**src/rtl/sram_pattern_seq.sv**
```systemverilog
// Pattern write / readback sequencer feeding sramtest.
// Readback and compare are built only with SRAM_PATTERN_SEQ_READBACK_EN.
module sram_pattern_seq #(
  parameter int DATA_WIDTH  = 4,
  parameter int ADDR_WIDTH  = 6,
  parameter int WMASK_WIDTH = 2,
  parameter int RD_LAT      = 2
) (
  input  logic                   clock,
  input  logic                   reset,
  input  logic                   start,
  input  logic [DATA_WIDTH-1:0]  pattern,
  input  logic [1:0]             mode,
  input  logic [ADDR_WIDTH-1:0]  first_addr,
  input  logic [ADDR_WIDTH-1:0]  last_addr,
  output logic                   busy,
  output logic                   done,
  output logic [ADDR_WIDTH:0]    err_count,
  output logic [ADDR_WIDTH-1:0]  first_err_addr,
  output logic                   sram_we,
  output logic [WMASK_WIDTH-1:0] sram_wmask,
  output logic [ADDR_WIDTH-1:0]  sram_addr,
  output logic [DATA_WIDTH-1:0]  sram_din,
  input  logic [DATA_WIDTH-1:0]  sram_dout
);

  localparam logic [2:0] S_IDLE  = 3'd0;
  localparam logic [2:0] S_WRITE = 3'd1;
`ifdef SRAM_PATTERN_SEQ_READBACK_EN
  localparam logic [2:0] S_GAP   = 3'd2;
  localparam logic [2:0] S_READ  = 3'd3;
  localparam logic [2:0] S_DRAIN = 3'd4;
`endif
  localparam logic [2:0] S_DONE  = 3'd5;

  logic [2:0]            state;
  logic [1:0]            mode_q;
  logic [DATA_WIDTH-1:0] pat_q;
  logic [ADDR_WIDTH-1:0] span_q;
  logic [ADDR_WIDTH-1:0] cnt;
  logic [ADDR_WIDTH-1:0] nxt_addr;
`ifdef SRAM_PATTERN_SEQ_READBACK_EN
  logic [ADDR_WIDTH-1:0] first_q;
`endif

  function automatic logic [DATA_WIDTH-1:0] exp_word(
    input logic [1:0]            m,
    input logic [DATA_WIDTH-1:0] p,
    input logic                  odd,
    input logic [ADDR_WIDTH-1:0] a
  );
    logic [DATA_WIDTH+ADDR_WIDTH-1:0] ext;
    ext = {{DATA_WIDTH{1'b0}}, a};
    case (m)
      2'd1:    return odd ? ~p : p;
      2'd2:    return p ^ ext[DATA_WIDTH-1:0];
      default: return p;
    endcase
  endfunction

  assign nxt_addr = sram_addr + 1'b1;
  assign busy     = (state != S_IDLE);

  // Sequencer FSM and registered SRAM-side outputs.
  always_ff @(posedge clock or posedge reset) begin
    if (reset) begin
      state      <= S_IDLE;
      mode_q     <= '0;
      pat_q      <= '0;
      span_q     <= '0;
      cnt        <= '0;
      done       <= 1'b0;
      sram_we    <= 1'b0;
      sram_wmask <= '0;
      sram_addr  <= '0;
      sram_din   <= '0;
`ifdef SRAM_PATTERN_SEQ_READBACK_EN
      first_q    <= '0;
`endif
    end else begin
      done <= 1'b0;
      case (state)
        S_IDLE: begin
          if (start) begin
            mode_q     <= mode;
            pat_q      <= pattern;
            span_q     <= last_addr - first_addr;
            cnt        <= '0;
            sram_we    <= 1'b1;
            sram_wmask <= '1;
            sram_addr  <= first_addr;
            sram_din   <= exp_word(mode, pattern, 1'b0, first_addr);
            state      <= S_WRITE;
`ifdef SRAM_PATTERN_SEQ_READBACK_EN
            first_q    <= first_addr;
`endif
          end
        end
        S_WRITE: begin
          if (cnt == span_q) begin
            sram_we    <= 1'b0;
            sram_wmask <= '0;
`ifdef SRAM_PATTERN_SEQ_READBACK_EN
            state      <= S_GAP;
`else
            state      <= S_DONE;
            done       <= 1'b1;
`endif
          end else begin
            cnt       <= cnt + 1'b1;
            sram_addr <= nxt_addr;
            sram_din  <= exp_word(mode_q, pat_q, ~cnt[0], nxt_addr);
          end
        end
`ifdef SRAM_PATTERN_SEQ_READBACK_EN
        S_GAP: begin
          state     <= S_READ;
          cnt       <= '0;
          sram_addr <= first_q;
        end
        S_READ: begin
          if (cnt == span_q) begin
            state <= S_DRAIN;
            cnt   <= '0;
          end else begin
            cnt       <= cnt + 1'b1;
            sram_addr <= nxt_addr;
          end
        end
        S_DRAIN: begin
          if (cnt == ADDR_WIDTH'(RD_LAT - 1)) begin
            state <= S_DONE;
            done  <= 1'b1;
          end else begin
            cnt <= cnt + 1'b1;
          end
        end
`endif
        S_DONE:  state <= S_IDLE;
        default: state <= S_IDLE;
      endcase
    end
  end

`ifdef SRAM_PATTERN_SEQ_READBACK_EN
  logic                  pv [RD_LAT];
  logic [ADDR_WIDTH-1:0] pa [RD_LAT];
  logic [DATA_WIDTH-1:0] pe [RD_LAT];
  logic                  hit;

  assign hit = pv[RD_LAT-1] && (pe[RD_LAT-1] != sram_dout);

  // Read-tracking pipeline aligned to the SRAM read latency.
  always_ff @(posedge clock or posedge reset) begin
    if (reset) begin
      for (int i = 0; i < RD_LAT; i++) begin
        pv[i] <= 1'b0;
        pa[i] <= '0;
        pe[i] <= '0;
      end
    end else begin
      pv[0] <= (state == S_READ);
      pa[0] <= sram_addr;
      pe[0] <= exp_word(mode_q, pat_q, cnt[0], sram_addr);
      for (int i = 1; i < RD_LAT; i++) begin
        pv[i] <= pv[i-1];
        pa[i] <= pa[i-1];
        pe[i] <= pe[i-1];
      end
    end
  end

  // Mismatch counter and first failing address, cleared by start.
  always_ff @(posedge clock or posedge reset) begin
    if (reset) begin
      err_count      <= '0;
      first_err_addr <= '0;
    end else if (state == S_IDLE && start) begin
      err_count      <= '0;
      first_err_addr <= '0;
    end else if (hit) begin
      err_count <= err_count + 1'b1;
      if (err_count == '0) first_err_addr <= pa[RD_LAT-1];
    end
  end
`else
  logic unused_rd;
  assign unused_rd      = ^{sram_dout, 1'(RD_LAT)};
  assign err_count      = '0;
  assign first_err_addr = '0;
`endif

endmodule
```
**config.mk**
```make
export PLATFORM = sky130hd
export DESIGN_NAME = sram_pattern_seq
export DESIGN_NICKNAME = d
export VERILOG_FILES = /design/src/rtl/sram_pattern_seq.sv
export SDC_FILE = /design/constraint.sdc
export NUM_CORES = 1
export LEC_CHECK = 0
export ABC_AREA = 1
export CORE_MARGIN = 2
export CORE_UTILIZATION = 39
export CTS_BUF_LIST = sky130_fd_sc_hd__clkbuf_8
export DETAILED_ROUTE_END_ITERATION = 8
export PLACE_DENSITY = 0.65
export SLEW_MARGIN = 30
export SYNTH_ARGS = -nofsm -noshare
export SYNTH_HDL_FRONTEND = slang
export SYNTH_SLANG_ARGS = --single-unit
```
**constraint.sdc**
```tcl
create_clock -name clock -period 3.52 [get_ports clock]
set_input_delay 0.528 -clock clock [delete_from_list [all_inputs] [get_ports clock]]
set_output_delay 0.528 -clock clock [all_outputs]
set_load 0.005 [all_outputs]
```
==> results.tsv, run 1 <==
stage	metric	value	unit
clock_network	hold buffers post-CTS	0	
synth	Synth area leaders	dfrtp_1 (37%), nand2_1 (16%), inv_1 (5.7%)	
synth	count of different cell masters after synthesis	27	
routing	WL per Instance	11.3	microns
sta	slew margin rel.	61.1	%
pwr	pwr dens	682	mW/mm^2
worst_hold_path	hold crit path type	flop to flop	
cells_and_area	Syn-to-layout area delta	20.1	%
worst_hold_path	Hold EP	sram_din[1]	
cells_and_area	area of the multi-input gates	0.00113	sq mm
routing	DR pass1 iterations	4	
synth	register area share after synthesis	36.8	%
critical_path	Worst setup SP type	primary input	
critical_path	slowest CP cell	clkdlybuf4s50_1	
sta	setup_tns	0	ns
routing	Routed Antenna Nets	0	
routing	First DRT Iteration DRCs	80	
synth	Mapped Cells	294	
sta	RSZ-0062 raised after global routing	false	
die	Die ar.	0.00619	sq mm
cells_and_area	Final Instance Area	0.00261	sq mm
synth	Avg Cell Area, Syn	7.40	sq um
clock_network	CTS root buffer	clkbuf_8	
sta	fin. max-slew vios	0	
global_route	first-pass GRT wire length	7810	microns
critical_path	Worst Path Max Fanout	3	
global_route	largest net degree at the start of global routing	33	
clock_network	CTS H-tree depth	2	
clock_network	CTS tree	done	
cells_and_area	fraction of layout cells with a size suffix above 1	10.3	%
place	pre-CTS setup slack	1.22	ns
synth	#FFs+latches synth	32	
sta	final hold violations	0	
critical_path	worst path arrival time	2.15	ns
die	die width	78.7	microns
critical_path	Worst setup EP type	flop	
worst_hold_path	HP Start	sram_din[1]	
critical_path	WS Path Type	primary input to flop	
critical_path	R2R depth	6	
die	initial core utilization	40.0	%
global_route	vias in the first global route	1719	
die	core footprint	0.00544	sq mm
cells_and_area	fillcell total	534	
run_status	status	finished, final reports clean	
routing	via density per instance	4.65	
routing	DR DRC count	0	
synth	share of Yosys cell area claimed by the top area cell type	36.8	%
die	Die Y	78.7	microns
synth	Cell Area, Synth	0.00218	sq mm
synth	Yosys Warn Count	0	
routing	final WL	4530	microns
cells_and_area	diode count	0	
global_route	total gr overflow	0	
sta	fin worst setup slack	1.52	ns
clock_network	Post-CTS Resized	0	
routing	via count	1868	
sta	FMAX	500	MHz
critical_path	worst r2r src	state[2]	
critical_path	FF-to-FF End	sram_addr[5]	
critical_path	delay of the slowest critical-path stage	0.55	ns
place	port bufs	35	
synth	post-synth top area cell	dfrtp_1	
job	maxcap violations	0	
clock_network	CTS clk-pin slew, worst paths	0.07	ns
place	Detail Placement HPWL	3420	microns
cells_and_area	# nets final	364	
die	I/O pin cnt	53	
sta	final worst path period share	56.8	%
clock_network	Inserted Clock Buffers	5	
place	placer congestion estimate	0.825	
clock_network	clock sinks	32	
critical_path	crit path cell chain	clkdlybuf4s50_1, ha_1, inv_1, fa_1, nand3_1, nand2_1, xnor2_1, o21ai_0	
die	Rows	27	
clock_network	Clock Tree Buf Depth	2	
place	Placed Area	0.00252	sq mm
cells_and_area	Reg area	801	sq um
clock_network	Post-CTS Setup Bufs	0	
sta	Slew @ Worst Pin	0.583	ns
clock_network	Worst-Skew Late Latency	0.29	ns
sta	# setup viols final	0	
worst_hold_path	worst hold path depth	2	
global_route	total track usage	16.3	%
sta	Min Clock Period, post-route	2.00	ns
pwr	Worst IR Drop VDD	257	uV
global_route	initial antenna violation count	0	
critical_path	Worst EP required	3.67	ns
critical_path	R2R Setup Slk	1.78	ns
pwr	Leak Pwr	1.33	nW
sta	clock skew	0.00657	ns
==> worst max-delay path: cells and delay by family <==
family	cells	cell delay, ns
buf+inv	2	0.62
simple gates	2	0.17
compound gates	1	0.10
xor+xnor	1	0.16
fa+ha+maj	2	0.57
==> metrics by stage <==
step           util, %  total power, mW  instances  hold WS (ns)
2_1_floorplan        -             1.24        306         0.468
3_3_place_gp      46.4             1.48        394         0.465
3_5_place_dp      46.4             1.50        394         0.466
4_1_cts           48.0             1.80        402         0.485
5_1_grt           48.0             1.96        402         0.525
6_report          48.0             1.78        402         0.482
==> per-layer routing <==
metal	track usage [%]	vias up	part of all wire [%]	wire length, microns
met5	0	-	0	0
met4	6.84	0	1.8	82
met3	3.18	6	4.6	208
met2	25.7	44	45	2030
met1	21.8	858	49	2210
li1	-	960	-	-
==> cells by family after synthesis <==
family | Yosys count | share of synthesized area [%]
simple gates | 143 | 28.4
other cells | 1 | 0.172
compound gates | 37 | 10.2
fa+ha+maj | 10 | 6.10
buf+inv | 59 | 13.5
xor+xnor | 12 | 4.83
flops | 32 | 36.8
==> how the worst max path moves through the flow <==
stage	start	endpoint
5_1_grt	first_addr[0]	span_q[4]
2_1_floorplan	last_addr[0]	span_q[4]
3_5_place_dp	first_addr[0]	span_q[4]
3_3_place_gp	first_addr[0]	span_q[4]
6_report	first_addr[0]	span_q[4]
4_1_cts	first_addr[0]	span_q[4]
==> layout by cell type, fill, tap and decap left out, drive strengths merged <==
cell type | Yosys | final
o21ai | 29 | 29
nand3 | 17 | 17
fa | 1 | 1
inv | 38 | 40
xor2 | 9 | 9
o22ai | 1 | 1
dfrtp | 32 | 32
a21oi | 5 | 5
and3 | 1 | 1
nand2 | 102 | 102
xnor2 | 3 | 3
o211ai | 1 | 1
ha | 9 | 9
buf | 17 | 1
nand4 | 4 | 4
clkdlybuf4s50 | 0 | 35
nor2 | 19 | 19
clkinv | 1 | 1
clkbuf | 3 | 6
a31o | 1 | 1
conb | 1 | 13
==> flip-flops by register name (all words and copies together), names as in the netlist <==
name        cells
state           2
cnt             6
sram_wmask      1
done            1
span_q          6
mode_q          2
pat_q           4
sram_addr       6
sram_din        4
==> synth_stat cells, drive strengths merged <==
master,count
buf,17
nand3,17
clkinv,1
o22ai,1
nand2,102
fa,1
and3,1
a21oi,5
conb,1
xor2,9
clkbuf,3
nor2,19
o21ai,29
dfrtp,32
o211ai,1
a31o,1
xnor2,3
inv,38
nand4,4
ha,9
==> power breakdown <==
part / internal, mW / switching (mW)
sequential: 0.497 / 0.125
clock: 0.154 / 0.136
combinational: 0.384 / 0.485
total: 1.04 / 0.747
==> cell type report <==
cell class	instances	area share [%]
Tap cell	72	3.45
Inverter	39	5.60
Multi-Input combinational cell	215	43.2
Sequential cell	32	30.7
Clock inverter	2	0.287
Clock buffer	6	3.16
Timing Repair Buffer	36	13.7
No activity file was read; power rests on OpenSTA's default activity.
==> inputs of run 2 (changes only) <==
clock period = 1.9 ns   (was 3.52 ns; I/O delays follow)
==> run 2 against run 1 <==
  * Sequential share of layout area decreased by 0.69 points
  * First-iteration DRC count increased by 49%
  * Worst setup slack got worse by 1.3 ns
  * Via count increased by 1.7%
  * Total power increased by 88%
  * Register-to-register slack got worse by 1.5 ns
  * Critical path depth unchanged
  * Largest power group unchanged
==> results.tsv, run 2 (same netlist as run 1, synthesis figures left out) <==
stage	metric	value	unit	change
run_status	status	finished, final reports clean		
routing	DR pass1 iterations	4		unchanged
clock_network	Inserted Clock Buffers	5		unchanged
cells_and_area	Final Instance Area	0.00267	sq mm	+2.3%
sta	final worst path period share	89.0	%	
job	maxcap violations	0		unchanged
place	placer congestion estimate	0.918		+11%
critical_path	Worst setup EP type	flop		
die	Die Y	78.7	microns	unchanged
global_route	largest net degree at the start of global routing	33		unchanged
sta	setup_tns	0	ns	unchanged
clock_network	Worst-Skew Late Latency	0.28	ns	about the same
pwr	Leak Pwr	1.36	nW	+2.8%
sta	Min Clock Period, post-route	1.69	ns	
pwr	Logic pwr share	50.2	%	+1.4 points
critical_path	Worst EP required	2.06	ns	-1.61 ns
cells_and_area	Largest regs	cnt x6, span_q x6, sram_addr x6		
global_route	first-pass GRT wire length	7750	microns	-0.79%
place	Placed Area	0.00258	sq mm	+2.4%
worst_hold_path	hold crit path type	primary input to asynchronous set/reset pin		
die	I/O pin cnt	53		unchanged
routing	DR DRC count	0		unchanged
die	Die ar.	0.00619	sq mm	unchanged
routing	Routed Antenna Nets	0		unchanged
sta	# setup viols final	0		unchanged
pwr	pwr dens	1250	mW/mm^2	+84%
cells_and_area	# nets final	372		+2.2%
sta	FMAX	591	MHz	
critical_path	worst path arrival time	1.85	ns	-0.30 ns
global_route	total track usage	15.9	%	-0.39 points
critical_path	R2R depth	10		+4
clock_network	CTS clk-pin slew, worst paths	0.06	ns	about the same
clock_network	Post-CTS Resized	0		unchanged
critical_path	Worst setup SP type	primary input		
sta	final hold violations	0		unchanged
clock_network	Post-CTS Setup Bufs	0		unchanged
sta	clock skew	0.00320	ns	-0.00337 ns
global_route	total gr overflow	0		unchanged
clock_network	clock sinks	32		unchanged
cells_and_area	commonest non-fill, non-tap cell in the layout	nand2_1		
routing	via count	1900		+1.7%
critical_path	WS Path Type	primary input to flop		
place	pre-CTS setup slack	-0.0878	ns	-1.31 ns
routing	via density per instance	4.63		-0.27%
clock_network	CTS root buffer	clkbuf_8		
sta	fin. max-slew vios	0		unchanged
place	port bufs	35		unchanged
place	Detail Placement HPWL	3540	microns	+3.4%
pwr	sw power	1.40	mW	+87%
clock_network	Clock Tree Buf Depth	2		unchanged
critical_path	Worst Path Max Fanout	3		unchanged
pwr	Internal	1.95	mW	+89%
pwr	share of power burned in registers	34.0	%	-0.9 points
cells_and_area	Syn-to-layout area delta	22.8	%	
routing	final WL	4640	microns	+2.4%
die	Rows	27		unchanged
pwr	clock share of power	15.9	%	-0.4 points
die	die width	78.7	microns	unchanged
pwr	switching share of power	41.7	%	-0.24 points
clock_network	hold buffers post-CTS	0		unchanged
routing	First DRT Iteration DRCs	119		+49%
global_route	initial antenna violation count	0		unchanged
clock_network	CTS tree	done		
die	initial core utilization	40.0	%	unchanged
cells_and_area	most frequent cells in the layout	nand2_1 (95), inv_1 (35), clkdlybuf4s50_1 (35)		
die	core footprint	0.00544	sq mm	unchanged
cells_and_area	diode count	0		unchanged
sta	RSZ-0062 raised after global routing	false		
routing	WL per Instance	11.3	microns	+0.39%
global_route	vias in the first global route	1704		-0.87%
cells_and_area	fraction of layout cells with a size suffix above 1	12.4	%	+2.1 points
clock_network	CTS H-tree depth	2		unchanged
sta	fin worst setup slack	0.209	ns	-1.31 ns
pwr	Worst IR Drop VDD	387	uV	+50%
## run 2: cell count changes in the layout (fill, tap and decap cells not counted), sizes merged
cell and delta:
buf +8
## run 2: area by class of cell
| type | instances | area (sq um) |
|---|---|---|
| inverter | 39 | 146 |
| multi-input combinational | 215 | 1130 |
| timing repair buffer | 44 | 418 |
| tap | 72 | 90.1 |
| sequential | 32 | 801 |
| clock inverter | 2 | 7.51 |
| clock buffer | 6 | 82.6 |
| fill | 547 | 2770 |
## run 2: metal layers
layer  vias up  track usage, %  routed length [microns]
li1        977               -                        -
met1       860            23.0                     2150
met2        59            24.4                     2130
met3         4            2.61                      315
met4         0            4.74                       41
met5         -               0                        0
## run 2: path summary, 6_finish.rpt
kind,start,end,slack [ns]
worst max-delay path,first_addr[0],span_q[4],0.21
worst min-delay path,reset,sram_wmask[0],0.39
worst max register to register,cnt[0],sram_din[2],0.26
worst min register to register,sram_din[2],sram_din[2],0.48
max in group asynchronous,reset,cnt[2],1.21
min in group clock,sram_din[2],sram_din[2],0.48
## run 2: worst max-delay path, cell delays in order
cell and delay (ns):
clkdlybuf4s50_1 0.56, ha_1 0.17, inv_1 0.06, fa_1 0.38, nand3_1 0.10, nand2_1 0.07, xnor2_1 0.14, o21ai_0 0.09
## run 2: power by group through the flow
stage	Clock, mW	Combinational, mW	Sequential [mW]
global placement	0	1.65	1.14
CTS	0.555	1.69	1.14
floorplan	0	1.18	1.13
detailed placement	0	1.68	1.15
global route	0.565	1.90	1.18
finish	0.531	1.68	1.14
## run 2: through the flow
| stage | utilization (%) | power (mW) | hold slack (ns) | cells |
|---|---|---|---|---|
| 6_report | 49.1 | 3.35 | 0.393 | 410 |
| 5_1_grt | 49.1 | 3.64 | 0.455 | 410 |
| 4_1_cts | 49.1 | 3.38 | 0.405 | 410 |
| 3_5_place_dp | 47.5 | 2.84 | 0.468 | 402 |
| 3_3_place_gp | 47.5 | 2.79 | 0.464 | 402 |
| 2_1_floorplan | - | 2.30 | 0.395 | 306 |
